### src/rtl/i2s_apb_fifo_bridge.sv
// ---------------------------------------------------------------------------
// i2s_apb_fifo_bridge
//
// APB-programmable sample buffer between a CPU/DMA and an I2S shifter pair.
// A TX FIFO is filled by APB writes and drained by the playback shifter. An RX
// FIFO is filled by the capture shifter and drained by APB reads. Watermark
// interrupts, sticky underrun/overrun flags and DMA request lines are included.
//
// Parameters
//   DATA_W  sample width in bits (8..32)
//   DEPTH   entries per FIFO, power of two (4..128)
//
// Ports
//   clk, reset_n             clock, asynchronous active-low reset
//   psel/penable/pwrite      APB control
//   paddr[4:0], pwdata[31:0] APB byte address and write data
//   prdata[31:0]             APB read data (combinational, 0 outside reads)
//   pready, pslverr          APB ready (no wait states) and error
//   tx_data/tx_valid         playback sample at the TX head
//   tx_ready                 playback shifter pop strobe
//   rx_data/rx_valid         capture sample push (no backpressure)
//   tx_dma_req/tx_dma_ack    TX DMA handshake
//   rx_dma_req/rx_dma_ack    RX DMA handshake
//   irq                      registered level interrupt
//
// Register map (byte addresses)
//   0x00 DATA   W: push TX, R: pop RX (zero-extended)
//   0x04 STATUS RO {rx_level, rx_full, rx_empty, tx_level, tx_full, tx_empty}
//   0x08 CTRL   [0] TX_CLR [1] TX_DMA_EN [2] RX_CLR [3] RX_DMA_EN
//               [4] TX_EN  [5] RX_EN     [11:8] IE
//   0x0C WMARK  [7:0] tx_wm, [23:16] rx_wm
//   0x10 ISR    [0] TX wmark [1] RX wmark (live), [2] TX underrun,
//               [3] RX overrun (sticky, write-1-to-clear)
// ---------------------------------------------------------------------------
module i2s_apb_fifo_bridge #(
    parameter int unsigned DATA_W = 32,
    parameter int unsigned DEPTH  = 16
) (
    input  logic              clk,
    input  logic              reset_n,
    input  logic              psel,
    input  logic              penable,
    input  logic              pwrite,
    input  logic [4:0]        paddr,
    input  logic [31:0]       pwdata,
    output logic [31:0]       prdata,
    output logic              pready,
    output logic              pslverr,
    output logic [DATA_W-1:0] tx_data,
    output logic              tx_valid,
    input  logic              tx_ready,
    input  logic [DATA_W-1:0] rx_data,
    input  logic              rx_valid,
    output logic              tx_dma_req,
    output logic              rx_dma_req,
    input  logic              tx_dma_ack,
    input  logic              rx_dma_ack,
    output logic              irq
);

    localparam int unsigned AW = $clog2(DEPTH);
    localparam int unsigned LW = AW + 1;
    localparam logic [LW-1:0] FULL_LEVEL = LW'(DEPTH);

    typedef enum logic [4:0] {
        REG_DATA   = 5'h00,
        REG_STATUS = 5'h04,
        REG_CTRL   = 5'h08,
        REG_WMARK  = 5'h0C,
        REG_ISR    = 5'h10
    } reg_addr_e;

    // ------------------------------------------------------------------
    // APB decode
    // ------------------------------------------------------------------
    logic access, wr_access, rd_access;
    logic hit_data, hit_status, hit_ctrl, hit_wmark, hit_isr, hit_mapped;

    always_comb begin
        access     = psel & penable;
        wr_access  = access & pwrite;
        rd_access  = access & ~pwrite;
        hit_data   = (paddr == REG_DATA);
        hit_status = (paddr == REG_STATUS);
        hit_ctrl   = (paddr == REG_CTRL);
        hit_wmark  = (paddr == REG_WMARK);
        hit_isr    = (paddr == REG_ISR);
        hit_mapped = hit_data | hit_status | hit_ctrl | hit_wmark | hit_isr;
    end

    assign pready = penable;

    // ------------------------------------------------------------------
    // Control / watermark registers
    // ------------------------------------------------------------------
    logic          tx_dma_en, rx_dma_en, tx_en, rx_en;
    logic [3:0]    ie;
    logic [LW-1:0] tx_wm, rx_wm;
    logic          ctrl_wr, wmark_wr, isr_wr;

    always_comb begin
        ctrl_wr  = wr_access & hit_ctrl;
        wmark_wr = wr_access & hit_wmark;
        isr_wr   = wr_access & hit_isr;
    end

    always_ff @(posedge clk or negedge reset_n) begin
        if (!reset_n) begin
            tx_dma_en <= 1'b0;
            rx_dma_en <= 1'b0;
            tx_en     <= 1'b0;
            rx_en     <= 1'b0;
            ie        <= '0;
        end else if (ctrl_wr) begin
            tx_dma_en <= pwdata[1];
            rx_dma_en <= pwdata[3];
            tx_en     <= pwdata[4];
            rx_en     <= pwdata[5];
            ie        <= pwdata[11:8];
        end
    end

    always_ff @(posedge clk or negedge reset_n) begin
        if (!reset_n) begin
            tx_wm <= '0;
            rx_wm <= '0;
        end else if (wmark_wr) begin
            tx_wm <= pwdata[LW-1:0];
            rx_wm <= pwdata[16 +: LW];
        end
    end

    // ------------------------------------------------------------------
    // TX FIFO (APB -> playback)
    // ------------------------------------------------------------------
    logic [DATA_W-1:0] tx_mem [DEPTH];
    logic [AW-1:0]     tx_wptr, tx_rptr;
    logic [LW-1:0]     tx_level;
    logic              tx_empty, tx_full;
    logic              tx_push, tx_pop, tx_clr, tx_underrun;

    always_comb begin
        tx_empty    = (tx_level == '0);
        tx_full     = (tx_level == FULL_LEVEL);
        tx_valid    = tx_en & ~tx_empty;
        // Full check uses the level before this edge, so a same-cycle pop
        // does not make room for a write that arrived while full.
        tx_push     = wr_access & hit_data & ~tx_full;
        tx_pop      = tx_ready & tx_valid;
        tx_clr      = ctrl_wr & pwdata[0];
        tx_underrun = tx_ready & tx_en & tx_empty;
    end

    assign tx_data = tx_mem[tx_rptr];

    always_ff @(posedge clk) begin
        if (tx_push && !tx_clr) begin
            tx_mem[tx_wptr] <= pwdata[DATA_W-1:0];
        end
    end

    always_ff @(posedge clk or negedge reset_n) begin
        if (!reset_n) begin
            tx_wptr  <= '0;
            tx_rptr  <= '0;
            tx_level <= '0;
        end else if (tx_clr) begin
            tx_wptr  <= '0;
            tx_rptr  <= '0;
            tx_level <= '0;
        end else begin
            if (tx_push) tx_wptr <= tx_wptr + 1'b1;
            if (tx_pop)  tx_rptr <= tx_rptr + 1'b1;
            unique case ({tx_push, tx_pop})
                2'b10:   tx_level <= tx_level + 1'b1;
                2'b01:   tx_level <= tx_level - 1'b1;
                default: ;
            endcase
        end
    end

    // ------------------------------------------------------------------
    // RX FIFO (capture -> APB)
    // ------------------------------------------------------------------
    logic [DATA_W-1:0] rx_mem [DEPTH];
    logic [AW-1:0]     rx_wptr, rx_rptr;
    logic [LW-1:0]     rx_level;
    logic              rx_empty, rx_full;
    logic              rx_push, rx_pop, rx_clr, rx_overrun;

    always_comb begin
        rx_empty   = (rx_level == '0);
        rx_full    = (rx_level == FULL_LEVEL);
        rx_push    = rx_valid & rx_en & ~rx_full;
        rx_overrun = rx_valid & rx_en & rx_full;
        rx_pop     = rd_access & hit_data & ~rx_empty;
        rx_clr     = ctrl_wr & pwdata[2];
    end

    always_ff @(posedge clk) begin
        if (rx_push && !rx_clr) begin
            rx_mem[rx_wptr] <= rx_data;
        end
    end

    always_ff @(posedge clk or negedge reset_n) begin
        if (!reset_n) begin
            rx_wptr  <= '0;
            rx_rptr  <= '0;
            rx_level <= '0;
        end else if (rx_clr) begin
            rx_wptr  <= '0;
            rx_rptr  <= '0;
            rx_level <= '0;
        end else begin
            if (rx_push) rx_wptr <= rx_wptr + 1'b1;
            if (rx_pop)  rx_rptr <= rx_rptr + 1'b1;
            unique case ({rx_push, rx_pop})
                2'b10:   rx_level <= rx_level + 1'b1;
                2'b01:   rx_level <= rx_level - 1'b1;
                default: ;
            endcase
        end
    end

    // ------------------------------------------------------------------
    // Interrupt status
    // ------------------------------------------------------------------
    logic       underrun_flag, overrun_flag;
    logic       tx_wm_hit, rx_wm_hit;
    logic [3:0] isr;

    always_comb begin
        tx_wm_hit = (tx_level <= tx_wm);
        rx_wm_hit = (rx_wm != '0) && (rx_level >= rx_wm);
        isr       = {overrun_flag, underrun_flag, rx_wm_hit, tx_wm_hit};
    end

    // A new event in the same cycle as a W1C wins so it is never lost.
    always_ff @(posedge clk or negedge reset_n) begin
        if (!reset_n) begin
            underrun_flag <= 1'b0;
            overrun_flag  <= 1'b0;
        end else begin
            underrun_flag <= tx_underrun | (underrun_flag & ~(isr_wr & pwdata[2]));
            overrun_flag  <= rx_overrun  | (overrun_flag  & ~(isr_wr & pwdata[3]));
        end
    end

    always_ff @(posedge clk or negedge reset_n) begin
        if (!reset_n) begin
            irq <= 1'b0;
        end else begin
            irq <= |(isr & ie);
        end
    end

    // ------------------------------------------------------------------
    // DMA requests: an ack forces one low cycle so the engine can resample.
    // ------------------------------------------------------------------
    always_ff @(posedge clk or negedge reset_n) begin
        if (!reset_n) begin
            tx_dma_req <= 1'b0;
            rx_dma_req <= 1'b0;
        end else begin
            tx_dma_req <= ~tx_dma_ack & tx_dma_en & tx_wm_hit & ~tx_full;
            rx_dma_req <= ~rx_dma_ack & rx_dma_en & rx_wm_hit;
        end
    end

    // ------------------------------------------------------------------
    // Read data and error response
    // ------------------------------------------------------------------
    logic [7:0]  tx_level_b, rx_level_b, tx_wm_b, rx_wm_b;
    logic [31:0] rx_head_w;
    logic [31:0] status_word, ctrl_word, wmark_word, isr_word;

    always_comb begin
        tx_level_b           = '0;
        rx_level_b           = '0;
        tx_wm_b              = '0;
        rx_wm_b              = '0;
        rx_head_w            = '0;
        tx_level_b[LW-1:0]   = tx_level;
        rx_level_b[LW-1:0]   = rx_level;
        tx_wm_b[LW-1:0]      = tx_wm;
        rx_wm_b[LW-1:0]      = rx_wm;
        rx_head_w[DATA_W-1:0] = rx_mem[rx_rptr];

        status_word = {rx_level_b, 6'b0, rx_full, rx_empty,
                       tx_level_b, 6'b0, tx_full, tx_empty};
        ctrl_word   = {20'b0, ie, 2'b0, rx_en, tx_en, rx_dma_en, 1'b0, tx_dma_en, 1'b0};
        wmark_word  = {8'b0, rx_wm_b, 8'b0, tx_wm_b};
        isr_word    = {28'b0, isr};
    end

    always_comb begin
        prdata = '0;
        if (rd_access) begin
            case (paddr)
                REG_DATA:   prdata = rx_empty ? '0 : rx_head_w;
                REG_STATUS: prdata = status_word;
                REG_CTRL:   prdata = ctrl_word;
                REG_WMARK:  prdata = wmark_word;
                REG_ISR:    prdata = isr_word;
                default:    prdata = '0;
            endcase
        end
    end

    always_comb begin
        pslverr = 1'b0;
        if (access) begin
            pslverr = ~hit_mapped
                    | (pwrite  & hit_status)
                    | (pwrite  & hit_data & tx_full)
                    | (~pwrite & hit_data & rx_empty);
        end
    end

endmodule

### config.mk
export PLATFORM = sky130hd
export DESIGN_NAME = i2s_apb_fifo_bridge
export DESIGN_NICKNAME = d
export VERILOG_FILES = /design/src/rtl/i2s_apb_fifo_bridge.sv
export SDC_FILE = /design/constraint.sdc
export NUM_CORES = 1
export LEC_CHECK = 0
export ABC_AREA = 1
export BUFFER_PORTS_ARGS = -buffer_cell sky130_fd_sc_hd__buf_2
export CAP_MARGIN = 25
export CELL_PAD_IN_SITES_DETAIL_PLACEMENT = 0
export CELL_PAD_IN_SITES_GLOBAL_PLACEMENT = 1
export CORE_AREA = 5 5 425 427
export DETAILED_ROUTE_END_ITERATION = 10
export DIE_AREA = 0 0 430 432
export PLACE_DENSITY = 0.54
export SYNTH_ARGS = -nofsm -noshare
export SYNTH_HDL_FRONTEND = slang
export SYNTH_SLANG_ARGS = --single-unit
### constraint.sdc
create_clock -name clk -period 5.9 [get_ports clk]
set_clock_uncertainty 0.1 [all_clocks]
set_input_delay 0.295 -clock clk [delete_from_list [all_inputs] [get_ports clk]]
set_output_delay 0.295 -clock clk [all_outputs]
set_load 0.005 [all_outputs]
# Yosys cells after proc, flatten, opt, wreduce, memory -nomap -nowiden
# Memory sizes are Yosys's and may differ from the RTL's.
# Cells that the tools add are included.
[word_totals]
ff_bits = 49
latch_bits = 0
ram_bits = 1024
romBits = 0
in_bits = 78
mem_count = 2
[classes]
n_addsub = 8
multipliers = 0
div = 0
n_lt_le_gt_ge = 2
n_eq_ne = 10
shifts = 0
mux = 20
bitwise = 53
n_reduce_logical = 16
[memory_table]
columns = ["name", "depth", "width", "rd", "rd_ports_with_merged_regs", "write_ports", "line_no", "rtl"]
rows = [
  ["rx_mem", 16, 32, 1, 0, 1, "185", "logic [DATA_W-1:0] rx_mem [DEPTH];"],
  ["tx_mem", 16, 32, 1, 0, 1, "136", "logic [DATA_W-1:0] tx_mem [DEPTH];"],
]
[op_table]
columns = ["operator", "n"]
rows = [
  ["$pmux 32 s5", 1],
  ["$mux 32", 2],
  ["$and 1x1->1", 33],
  ["$mux 4", 8],
  ["$pmux 5 s2", 2],
  ["$add 4x1->4 const B", 4],
  ["$eq 5x5->1 const B", 3],
  ["$logic_not 5->1", 3],
  ["$add 5x1->5 const B", 2],
  ["$eq 5x4->1 const B", 2],
  ["$mux 5", 2],
  ["$not 1->1", 10],
  ["$sub 5x1->5 const B", 2],
  ["$or 1x1->1", 9],
  ["$reduce_bool 2->1", 4],
  ["$reduce_bool 3->1", 2],
  ["$eq 5x3->1 const B", 1],
  ["$ge 5x5->1", 1],
  ["$le 5x5->1", 1],
  ["$mux 1", 5],
  ["$reduce_bool 5->1", 1],
  ["$and 4x4->4", 1],
  ["$eq 2x1->1 const B", 2],
  ["$eq 2x2->1 const B", 2],
  ["other kinds (3)", 6],
]

# Longest topological paths before layout
# Gate-level depths: netlist (run 1).
[depth]
depth_word = 10
ltp_mapped = 16
mapped_depth_nobuf = 16

# Worst setup path after synthesis (run 1)
# No wires, ideal clock.
[synth_path]
path_type = "input-to-reg"
from = "input psel"
to = "memory tx_mem[11][0] (enable)"
arrival_ps = 2425
t_required_ps = 5379
path_slack_ps = 2954
cell_stages = 8
cell_sequence = "nand2_1 -> nor2_2 -> inv_2 -> nor2_1 -> nand2_2 -> nor2_1 -> inv_1 -> nor2_1"
[synth_via]
elab_chain_len = 8
word_cells_on_any_way = 10
classes_between = "2 x mux; 6 x bitwise; 2 x reduce/logical"
[synth_lines]
columns = ["item", "line_no", "rtl"]
rows = [
  ["start: declaration", "41", "input logic psel,"],
  ["$and 1x1->1 *", "80", "access = psel & penable;"],
  ["$and 1x1->1 *", "81", "wr_access = access & pwrite;"],
  ["$and 1x1->1", "102", "ctrl_wr = wr_access & hit_ctrl;"],
  ["$and 1x1->1", "150", "tx_clr = ctrl_wr & pwdata[0];"],
  ["$logic_not 1->1", "157", "if (tx_push && !tx_clr) begin"],
  ["$logic_and 1x1->1 *", "157", ""],
  ["$mux 1 *", "157", ""],
  ["$mux 1 (not written as such) *", "158", "tx_mem[tx_wptr] <= pwdata[DATA_W-1:0];"],
  ["end: declaration", "136", ""],
]
# Mark *: on every way between the ends. The rest lies on a longest branch, timed or not.

# Final worst setup path (run 1)
[layout_path]
from = "input paddr[0]"
to = "output prdata[28]"
[layout_via]
elab_chain_len = 3
word_cells_on_any_way = 7
classes_between = "4 x eq/ne; 2 x mux; 1 x reduce/logical"
[layout_lines]
columns = ["item", "line_no", "rtl"]
rows = [
  ["start: declaration", "44", "input logic [4:0] paddr,"],
  ["$eq 5x5->1 (tied with other cells)", "300", "case (paddr)"],
  ["$pmux 32 s5 *", "300", ""],
  ["$mux 32 *", "299", "if (rd_access) begin"],
  ["end: declaration", "46", "output logic [31:0] prdata,"],
]
# Marked as above.

==> results of run 1 <==
state kept, by name, summed over array words and instances (netlist names):
signal	cells
tx_wptr	4
rx_wptr	4
rx_en	1
tx_mem	512
tx_wm	5
tx_dma_req	1
tx_rptr	4
tx_level	5
rx_mem	512
tx_en	1
ie	4
rx_rptr	4
irq	1
rx_wm	5
overrun_flag	1
underrun_flag	1
rx_dma_req	1
rx_level	5
tx_dma_en	1
rx_dma_en	1
worst max-delay path: stages:
cell	delay, ns
dlygate4sd3_1	0.53
buf_2	0.15
nor2_8	0.15
dlygate4sd3_1	0.59
nand2_2	0.06
nor2_4	0.17
dlygate4sd3_1	0.67
nand3_4	0.13
inv_2	0.57
nand2_1	0.23
nand2_1	0.21
buf_2	0.16
power by group through the flow:
stage	Combinational [W]	Clock [W]	Sequential, W
CTS	0.00295	0.00736	0.00862
floorplan	0.00200	0	0.00864
finish	0.00287	0.00719	0.00862
global placement	0.00288	0	0.00878
global route	0.00325	0.00769	0.00863
detailed placement	0.00289	0	0.00878
logic make-up (layout without fill, tap and decap cells):
| kind of cell | count (synthesis) | after routing | share of synthesized area |
|---|---|---|---|
| AND/OR/NAND/NOR | 1550 | 1550 | 0.147 |
| flip-flops | 1073 | 1073 | 0.729 |
| AO/OA/AOI/OAI | 625 | 625 | 0.0799 |
| buffers and inverters | 305 | 591 | 0.0343 |
| adder cells (fa/ha/maj) | 28 | 28 | 0.00833 |
| XOR/XNOR | 6 | 6 | 0.00120 |
| multiplexers | 2 | 2 | 0.000513 |
| other | 0 | 5 | 0 |
final cells by class:
class / instances / area, um2
inverter: 85 / 337
multi-input combinational: 2211 / 10600
sequential: 1073 / 32000
clock inverter: 65 / 647
antenna: 5 / 12.5
fill: 17900 / 124000
clock buffer: 150 / 3120
timing repair buffer: 291 / 2180
tap: 2340 / 2930
per-stage QoR:
stage          power, W  instances  worst slack [ns]   util
5_1_grt          0.0196       6216              1.34  0.295
4_1_cts          0.0189       6211              1.41  0.295
3_5_place_dp     0.0117       5913              2.26  0.268
3_3_place_gp     0.0117       5911              2.24  0.268
6_report         0.0187       6220              1.52  0.295
2_1_floorplan    0.0106       3589              2.95      -
Yosys cell counts, types with 3 or more instances:
master / count / share of area
xnor2_1: 3 / 0.00060
o21ai_0: 334 / 0.038
nand3_1: 386 / 0.044
nor2_1: 575 / 0.049
dfrtp_1: 49 / 0.028
clkinv_1: 3 / 0.00026
buf_1: 19 / 0.0016
nand4_1: 5 / 0.00071
nand3_2: 3 / 0.00068
clkbuf_1: 90 / 0.0077
o21ai_1: 87 / 0.0099
edfxtp_1: 1024 / 0.70
o22ai_1: 34 / 0.0048
ha_1: 26 / 0.0074
xor2_1: 3 / 0.00060
inv_2: 11 / 0.00094
nor2_2: 4 / 0.00057
inv_1: 70 / 0.0060
nor2_4: 3 / 0.00077
a21oi_1: 36 / 0.0041
nand2_2: 5 / 0.00071
o211ai_1: 130 / 0.022
buf_6: 25 / 0.0064
buf_2: 66 / 0.0075
nand2_1: 560 / 0.048
buf_4: 19 / 0.0033
worst max path at each step:
| stage | startpoint | end | slack [ns] | cells after the start |
|---|---|---|---|---|
| floorplan | psel | tx_mem[11][0] | 2.95 | 8 |
| global placement | rx_rptr[1] | prdata[1] | 2.24 | 8 |
| detailed placement | rx_rptr[1] | prdata[1] | 2.26 | 8 |
| CTS | paddr[0] | prdata[30] | 1.41 | 12 |
| global route | paddr[0] | prdata[30] | 1.34 | 12 |
| finish | paddr[0] | prdata[28] | 1.52 | 12 |
routing by layer:
| metal | vias to the layer above | GRT usage | share of wire |
|---|---|---|---|
| met5 | - | 0 | 0 |
| met4 | 0 | 0.0353 | 0.023 |
| met3 | 177 | 0.0198 | 0.038 |
| met2 | 577 | 0.244 | 0.51 |
| met1 | 14000 | 0.179 | 0.43 |
| li1 | 13300 | - | - |
==> metrics.md, run 1 <==
| Metric | Value |
|---|---|
| Full die area | `186000 um2` |
| Final ANT Viol Nets | `0` |
| RR Startpoint | `tx_level[1]` |
| Core area | `176000 um2` |
| Chip Width | `430 um` |
| Largest net degree at the start of global routing | `237` |
| Post-synthesis cell count | `3589` |
| Routed vias | `28000` |
| CTS Root Cell | `clkbuf_16` |
| Commonest non-fill, non-tap cell in the layout | `edfxtp_1` |
| Critical path fanouts, max | `21` |
| Final WL | `133000 um` |
| Sinks on Clock Net | `1073` |
| Setup_tns | `0 ns` |
| Worst hold stages | `5` |
| HP Class | `input port to flop` |
| Starting Density | `0.250` |
| DPL Wire Length | `67500 um` |
| Mapped Area | `43900 um2` |
| Drt wl/cell | `21.3 um` |
| Final max-slew violation count | `0` |
| Final setup vio count | `0` |
| Cell area after layout | `51900 um2` |
| Critical path launch point type | `input port` |
| Worst r2r path cells | `7` |
| Min Clock Period, post-route | `4.38 ns` |
| Post-synth EDFFs | `1024` |
| WS Path Type | `input port to output pin` |
| Outcome | `complete, no violations` |
| HP Start | `psel` |
| Clk pwr share | `0.385` |
| TritonCTS Buffers | `116` |
| RSZ-0062 raised after global routing | `false` |
| Power Density | `360 nW/um2` |
| Gate power share | `0.153` |
| Syn_area_per_cell | `12.2 um2` |
| Reg2Reg Setup Slack | `2.69 ns` |
| Max clock buf depth | `3` |
| Worst R2R End | `tx_mem[10][19]` |
| Clk_lat worst skew | `0.75 ns` |
| Ys async rst share | `0.0457` |
| Actual slew at the worst max-slew pin | `1.16 ns` |
| H-tree levels | `3` |
| Fin. Hold Viols | `0` |
| VDD IR max | `261 uV` |
| Data arrival time of the worst path | `3.98 ns` |
| Min-Delay Endpoint | `rx_rptr[1]` |
| Placed Area | `47200 um2` |
| Hold_ws | `0.0688 ns` |
| Sw Pwr | `0.00525 W` |
| Cell variety after synth | `39` |
| Reg power frac | `0.462` |
| # DRC | `0` |
| Initial antenna violation count | `13` |
| Detailed Route Iter0 Violations | `2218` |
| Fin nets | `3884` |
| Port Buffers | `147` |
| Post-DR vias/cell | `4.50` |
| GP Congestion | `0.757` |
| Post-CTS setup buffer count | `0` |
| Slew margin rel. | `0.228` |
| Syn nets | `3695` |
| Die H | `432 um` |
| Commonest cells after routing, fill and taps aside | `edfxtp_1, nand2_1, nor2_1` |
| Quantity of gates resized following cts | `0` |
| Vias in the first global route | `27400` |
| Total gr overflow | `0` |
| Gr usage total | `0.138` |
| Internal power | `0.0134 W` |
| Switch share | `0.281` |
| CP Data Required Time | `5.51 ns` |
| Clock slew at reported path FFs | `0.06 ns` |
| Total number of yosys warnings | `0` |
| Worst Setup End Kind | `output pin` |
| Synthesized flop and latch total | `1073` |
| Ports | `148` |
| Crit share post-route | `0.742` |
| First-pass GRT wire length | `192000 um` |
| Rows | `154` |
| CTS Hold Bufs | `83` |
| Layout cells sized above 1 | `0.115` |
| Static leakage | `17.5 nW` |
| Main synth FF type | `edfxtp_1` |
| CTS tree | `yes` |
| Max-cap violations | `0` |
| TritonRoute pass-1 iters | `7` |
| Register area share after synthesis | `0.729` |
| Fmax | `0.228 GHz` |
| Layout overhead on the synthesized area | `18.2%` |
(Power assumes the default switching activity.)
==> run 2, diff against run 1 <==
Settings changed: PLACE_DENSITY 0.54 to 0.55.
Clock period 5.9 ns to 3.6 ns, I/O delays scaled along.
==> metrics.md, run 2 (synthesis results as in run 1) <==
| Metric | Value |
|---|---|
| Outcome | `complete, no violations` |
| Port Buffers | `147 (unchanged)` |
| RSZ-0062 raised after global routing | `false` |
| CTS tree | `yes` |
| Worst r2r path cells | `7 (unchanged)` |
| Final setup vio count | `0 (unchanged)` |
| Detailed Route Iter0 Violations | `2021 (-8.9%)` |
| Fin nets | `3925 (+1.1%)` |
| Post-DR vias/cell | `4.53 (+0.69%)` |
| Post-CTS setup buffer count | `0 (unchanged)` |
| Clk_lat worst skew | `0.73 ns (-0.02 ns)` |
| GP Congestion | `0.767 (+1.3%)` |
| Regs by FF count | `rx_mem (512), tx_mem (512)` |
| Hold_ws | `0.0879 ns (+0.0191 ns)` |
| Layout overhead on the synthesized area | `20.0%` |
| Routed vias | `28400 (+1.3%)` |
| Critical path launch point type | `flop` |
| Fin. Hold Viols | `0 (unchanged)` |
| HP Class | `input port to flop` |
| WS Path Type | `flop to output pin` |
| Max clock buf depth | `3 (unchanged)` |
| Static leakage | `17.9 nW (+2.2%)` |
| Initial antenna violation count | `14 (+1)` |
| CP Data Required Time | `3.32 ns (-2.19 ns)` |
| Dpl ws | `0.636 ns (-1.62 ns)` |
| Worst R2R End | `rx_mem[14][3]` |
| H-tree levels | `3 (unchanged)` |
| Critical path fanouts, max | `34 (+62%)` |
| Sinks on Clock Net | `1073 (unchanged)` |
| First-pass GRT wire length | `196000 um (+1.8%)` |
| Final WL | `133000 um (+0.53%)` |
| Final ANT Viol Nets | `0 (unchanged)` |
| CTS Root Cell | `clkbuf_16` |
| Cell area after layout | `52700 um2 (+1.5%)` |
| Worst Setup End Kind | `output pin` |
| Final Worst Setup Slack | `0.122 ns (-1.40 ns)` |
| Largest net degree at the start of global routing | `191 (-19%)` |
| Actual slew at the worst max-slew pin | `1.03 ns (-0.129 ns)` |
| Setup_tns | `0 ns (unchanged)` |
| Core area | `176000 um2 (unchanged)` |
| Min Clock Period, post-route | `3.48 ns` |
| Reg2Reg Setup Slack | `0.92 ns (-1.77 ns)` |
| DPL Wire Length | `77700 um (+15%)` |
| Commonest non-fill, non-tap cell in the layout | `edfxtp_1` |
| Layout cells sized above 1 | `0.127 (+0.0117)` |
| Commonest cells after routing, fill and taps aside | `edfxtp_1, nand2_1, nor2_1` |
| TritonRoute pass-1 iters | `5 (-2)` |
| TritonCTS Buffers | `113 (-2.6%)` |
| Min-Delay Endpoint | `tx_wm[3]` |
| Max-cap violations | `0 (unchanged)` |
| HP Start | `penable` |
| Crit share post-route | `0.966` |
| Fmax | `0.288 GHz` |
| # DRC | `0 (unchanged)` |
| Total gr overflow | `0 (unchanged)` |
| Final max-slew violation count | `0 (unchanged)` |
| Full die area | `186000 um2 (unchanged)` |
| Die H | `432 um (unchanged)` |
| Chip Width | `430 um (unchanged)` |
| Placed Area | `47900 um2 (+1.6%)` |
| Clock slew at reported path FFs | `0.06 ns (about the same)` |
| Gr usage total | `0.139 (+0.000795)` |
| Final Util | `0.300 (+0.00451)` |
| Ports | `148 (unchanged)` |
| Rows | `154 (unchanged)` |
| Data arrival time of the worst path | `3.20 ns (-0.78 ns)` |
| Starting Density | `0.250 (unchanged)` |
| Slew margin rel. | `0.315 (+0.0863)` |
| RR Startpoint | `rx_level[1]` |
| Vias in the first global route | `28100 (+2.7%)` |
| Fillers | `18000 (+0.37%)` |
| Drt wl/cell | `21.3 um (-0.11%)` |
| Worst hold stages | `5 (unchanged)` |
| VDD IR max | `520 uV (+100%)` |
| Power Density | `593 nW/um2 (+65%)` |
-- run 2: changes by cell type in the layout (fill, tap and decap cells not counted), sizes merged --
cell         change
diode            -4
dlygate4sd3      +2
buf             +41
clkinv           -4
inv              +5
clkbuf           -9
bufinv           +8
clkinvlp         +1
-- run 2: area by class of cell --
cell class                 count  area [um2]  area share
clock buffer                 140        2980      0.0566
clock inverter                75         843      0.0160
sequential                  1073       32000       0.608
tap                         2340        2930      0.0556
timing repair buffer         335        2920      0.0555
inverter                      85         338     0.00642
antenna                        1        2.50   0.0000475
multi-input combinational   2211       10600       0.202
-- run 2: stage by stage --
stage / total power, W / instances
finish: 0.0312 / 6260
global route: 0.0327 / 6259
CTS: 0.0317 / 6256
detailed placement: 0.0194 / 5957
global placement: 0.0194 / 5957
floorplan: 0.0174 / 3589
-- run 2: repair_timing --
action                                  4_1_cts  5_1_grt
hold endpoints to repair                   1086       35
hold buffers                                 84        1
endpoints found under the setup margin        7       10
cloned                                        0        1
gates resized for setup                       3        4
-- run 2: where the power goes --
group          internal (W)  switching [W]
clock network       0.00704        0.00506
registers            0.0138       0.000166
logic               0.00161        0.00351
total                0.0225        0.00874
-- run 2: how the worst max path moves through the flow --
stage / from / to / slack (ns) / cells after the start
after floorplan: tx_level[1] / tx_mem[11][0] / 0.76 / 6
after CTS: rx_rptr[0] / prdata[17] / 0.007 / 9
after global placement: rx_level[2] / prdata[9] / 0.60 / 7
after global routing: paddr[2] / prdata[9] / 0.003 / 11
after detailed placement: rx_level[1] / prdata[9] / 0.64 / 7
final: rx_rptr[2] / prdata[17] / 0.12 / 7
-- run 2: metal layers --
| metal | wire, um | vias up | track usage | part of all wire |
|---|---|---|---|---|
| li1 | - | 13400 | - | - |
| met1 | 58100 | 14200 | 0.183 | 0.44 |
| met2 | 67400 | 603 | 0.245 | 0.51 |
| met3 | 5230 | 167 | 0.0200 | 0.039 |
| met4 | 2520 | 2 | 0.0291 | 0.019 |
| met5 | 13 | - | 0 | 0.000098 |
-- run 2: worst max-delay path, cell delays in order, from the launching register on --
cell	delay, ns
dfrtp_4	0.67
inv_2	0.32
buf_12	0.30
nand3_1	0.14
nand3_1	0.13
nand3_1	0.26
a21oi_1	0.39
buf_2	0.19
==> run 3, diff against run 2 <==
Settings changed: ABC_AREA 1 to default, CORE_AREA 5 5 425 427 to 5 5 297 299, DIE_AREA 0 0 430 432 to 0 0 302 304, PLACE_DENSITY 0.55 to 0.85.
==> metrics.md, run 3 <==
| Metric | Value |
|---|---|
| Post-synthesis cell count | `1903 (-47%)` |
| Setup_tns | `0 ns (unchanged)` |
| Gr usage total | `0.214 (+0.0747)` |
| CP Data Required Time | `3.32 ns (about the same)` |
| Cell area after layout | `49000 um2 (-6.9%)` |
| Commonest cells after routing, fill and taps aside | `edfxtp_1, mux4_2, buf_2` |
| Clk_lat worst skew | `0.66 ns (-0.07 ns)` |
| Critical path fanouts, max | `21 (-38%)` |
| # DRC | `0 (unchanged)` |
| Final WL | `98600 um (-26%)` |
| Routed vias | `20800 (-27%)` |
| Regs by FF count | `rx_mem (512), tx_mem (512)` |
| Final max-slew violation count | `0 (unchanged)` |
| Yosys top cell by area | `edfxtp_1` |
| Clock slew at reported path FFs | `0.06 ns (about the same)` |
| Fin nets | `2316 (-41%)` |
| Register area share after synthesis | `0.759 (+0.0302)` |
| Post-DR vias/cell | `6.04 (+33%)` |
| Die H | `304 um (-30%)` |
| Crit share post-route | `0.968 (+0.00183)` |
| H-tree levels | `3 (unchanged)` |
| VDD IR max | `486 uV (-6.6%)` |
| Layout cells sized above 1 | `0.324 (+0.198)` |
| Vias in the first global route | `21600 (-23%)` |
| CTS Root Cell | `clkbuf_16` |
| Cell variety after synth | `65 (+67%)` |
| TritonCTS Buffers | `102 (-9.7%)` |
| CP Cell Sequence | `buf_4 > mux4_2 > mux2i_1 > nand2_1 > o211ai_1 > o21ai_0 > buf_2` |
| First-pass GRT wire length | `145000 um (-26%)` |
| Starting Density | `0.496 (+0.247)` |
| RSZ-0062 raised after global routing | `false` |
| Largest net degree at the start of global routing | `65 (-66%)` |
| Mapped Area | `42100 um2 (-4.0%)` |
| Max stage delay on crit path | `0.69 ns (+0.02 ns)` |
| Initial antenna violation count | `11 (-3)` |
| Rows | `107 (-31%)` |
| Drt wl/cell | `28.6 um (+34%)` |
| WS Path Type | `flop to output pin` |
| Slowest CP cell | `dfrtp_4` |
| Reg2Reg Setup Slack | `0.58 ns (-0.34 ns)` |
| Max-cap violations | `0 (unchanged)` |
| Max clock buf depth | `3 (unchanged)` |
| Area contributors post-synth | `edfxtp_1, mux4_2, dfrtp_1, mux2i_1, mux2_2` |
| Syn nets | `2009 (-46%)` |
| Final setup vio count | `0 (unchanged)` |
| Commonest non-fill, non-tap cell in the layout | `edfxtp_1` |
| Crit-path leading delay family | `flip-flops` |
| Actual slew at the worst max-slew pin | `0.881 ns (-0.147 ns)` |
| Slew margin rel. | `0.413 (+0.0982)` |
| Fmax | `0.287 GHz (-0.19%)` |
| Final ANT Viol Nets | `0 (unchanged)` |
| Sinks on Clock Net | `1073 (unchanged)` |
| CTS tree | `yes` |
| Ys async rst share | `0.0457 (unchanged)` |
| Quantity of gates resized following cts | `0 (-3)` |
| Detailed Route Iter0 Violations | `2232 (+10%)` |
| Main synth FF type | `edfxtp_1` |
| Synth top area share | `0.730 (+0.0290)` |
| Fin. Hold Viols | `0 (unchanged)` |
| Port Buffers | `147 (unchanged)` |
| Outcome | `complete, no violations` |
| Final Util | `0.577 (+0.278)` |
| Full die area | `91800 um2 (-51%)` |
| Total number of yosys warnings | `0 (unchanged)` |
| Critical path launch point type | `flop` |
| Total gr overflow | `0 (unchanged)` |
| Syn_area_per_cell | `22.1 um2 (+81%)` |
| CP bufs+invs | `2 (-1)` |
| Power Density | `573 nW/um2 (-3.3%)` |
| Layout overhead on the synthesized area | `16.3%` |
| Placed Area | `45000 um2 (-6.1%)` |
| Core area | `84900 um2 (-52%)` |
| Ports | `148 (unchanged)` |
| Synthesized flop and latch total | `1073 (unchanged)` |
| Top-count cell post-synth | `edfxtp_1` |
| DPL Wire Length | `54300 um (-30%)` |
| Synth cell count leaders | `edfxtp_1, mux4_2, dfrtp_1` |
| Post-synth EDFFs | `1024 (unchanged)` |
| Worst Setup End Kind | `output pin` |
| Static leakage | `15.5 nW (-13%)` |
| HP Class | `input port to flop` |
| Min Clock Period, post-route | `3.48 ns (+0.00658 ns)` |
| Chip Width | `302 um (-30%)` |
| Data arrival time of the worst path | `3.20 ns (about the same)` |
| TritonRoute pass-1 iters | `5 (unchanged)` |
| GP Congestion | `0.836 (+9.0%)` |
## run 3: changes by cell type after synthesis, sizes merged, moves of 35 or more
cell / before / now
o211ai: 130 / 12
nand3: 391 / 5
nor2: 584 / 35
o21ai: 421 / 17
mux4: 0 / 286
inv: 82 / 30
mux2i: 0 / 35
clkbuf: 90 / 47
buf: 130 / 54
a211oi: 0 / 35
nand2: 566 / 34
## run 3: tightest hold or removal path, delay by kind of cell
kind	cells	cell delay, ns
buffers and inverters	1	0.12
and+or+nand+nor	2	0.16
AOI/OAI and AO/OA	2	0.29
## run 3: timing repair
| action | CTS | global route |
|---|---|---|
| setup buffers | 1 | 4 |
| hold buffers | 72 | 0 |
| hold endpoints to repair | 1100 | 0 |
| gates cloned | 0 | 0 |
| setup endpoints to repair | 7 | 7 |
## run 3: path summary, 6_finish.rpt
path	startpoint	end	depth (start not counted)
max	rx_rptr[1]	prdata[3]	7
min	paddr[1]	tx_wptr[1]	5
max reg2reg	rx_level[1]	rx_level[4]	10
max in group asynchronous	reset_n	rx_rptr[0]	3
min reg2reg	ie[2]	ie[2]	1
min in group asynchronous	reset_n	rx_en	3
## run 3: report_power, final
part           total [W]  switching, W  internal, W
Clock             0.0103       0.00453      0.00573
Sequential        0.0141      0.000258       0.0138
Combinational    0.00375       0.00177      0.00198
Total             0.0281       0.00656       0.0215
## run 3: cell type report
class / count / area (um2)
clock inverters: 58 / 527
inverters: 30 / 113
repair buffers: 304 / 2440
fillers: 6007 / 35900
multi-input cells: 699 / 9800
clock buffers: 130 / 2680
well taps: 1144 / 1430
flip-flops and latches: 1073 / 32000
diodes: 9 / 22.5
## run 3: through the flow
| stage | setup WS, ns | std cells | power [W] | hold WS [ns] |
|---|---|---|---|---|
| 2_1_floorplan | -1.28 | 1903 | 0.0169 | -0.216 |
| 3_3_place_gp | 0.534 | 3172 | 0.0179 | 0.250 |
| 3_5_place_dp | 0.618 | 3173 | 0.0180 | 0.245 |
| 4_1_cts | 0.0194 | 3434 | 0.0282 | 0.00776 |
| 5_1_grt | 0.0567 | 3440 | 0.0291 | 0.0503 |
| 6_report | 0.115 | 3447 | 0.0281 | 0.0395 |
## run 3: kinds of logic after synthesis
logic type,after synthesis,synth area share
adders and majority gates,28,0.00867
buffers and inverters,131,0.0137
AOI/OAI and AO/OA,131,0.0230
and+or+nand+nor,171,0.0224
xor gates and xnor gates,16,0.00368
muxes,353,0.170
DFF,1073,0.759
## run 3: per-layer routing
layer / share of wire / track usage
met1: 0.37 / 0.284
met2: 0.52 / 0.361
met3: 0.095 / 0.0550
met4: 0.021 / 0.0479
met5: 0.0014 / 0.00899
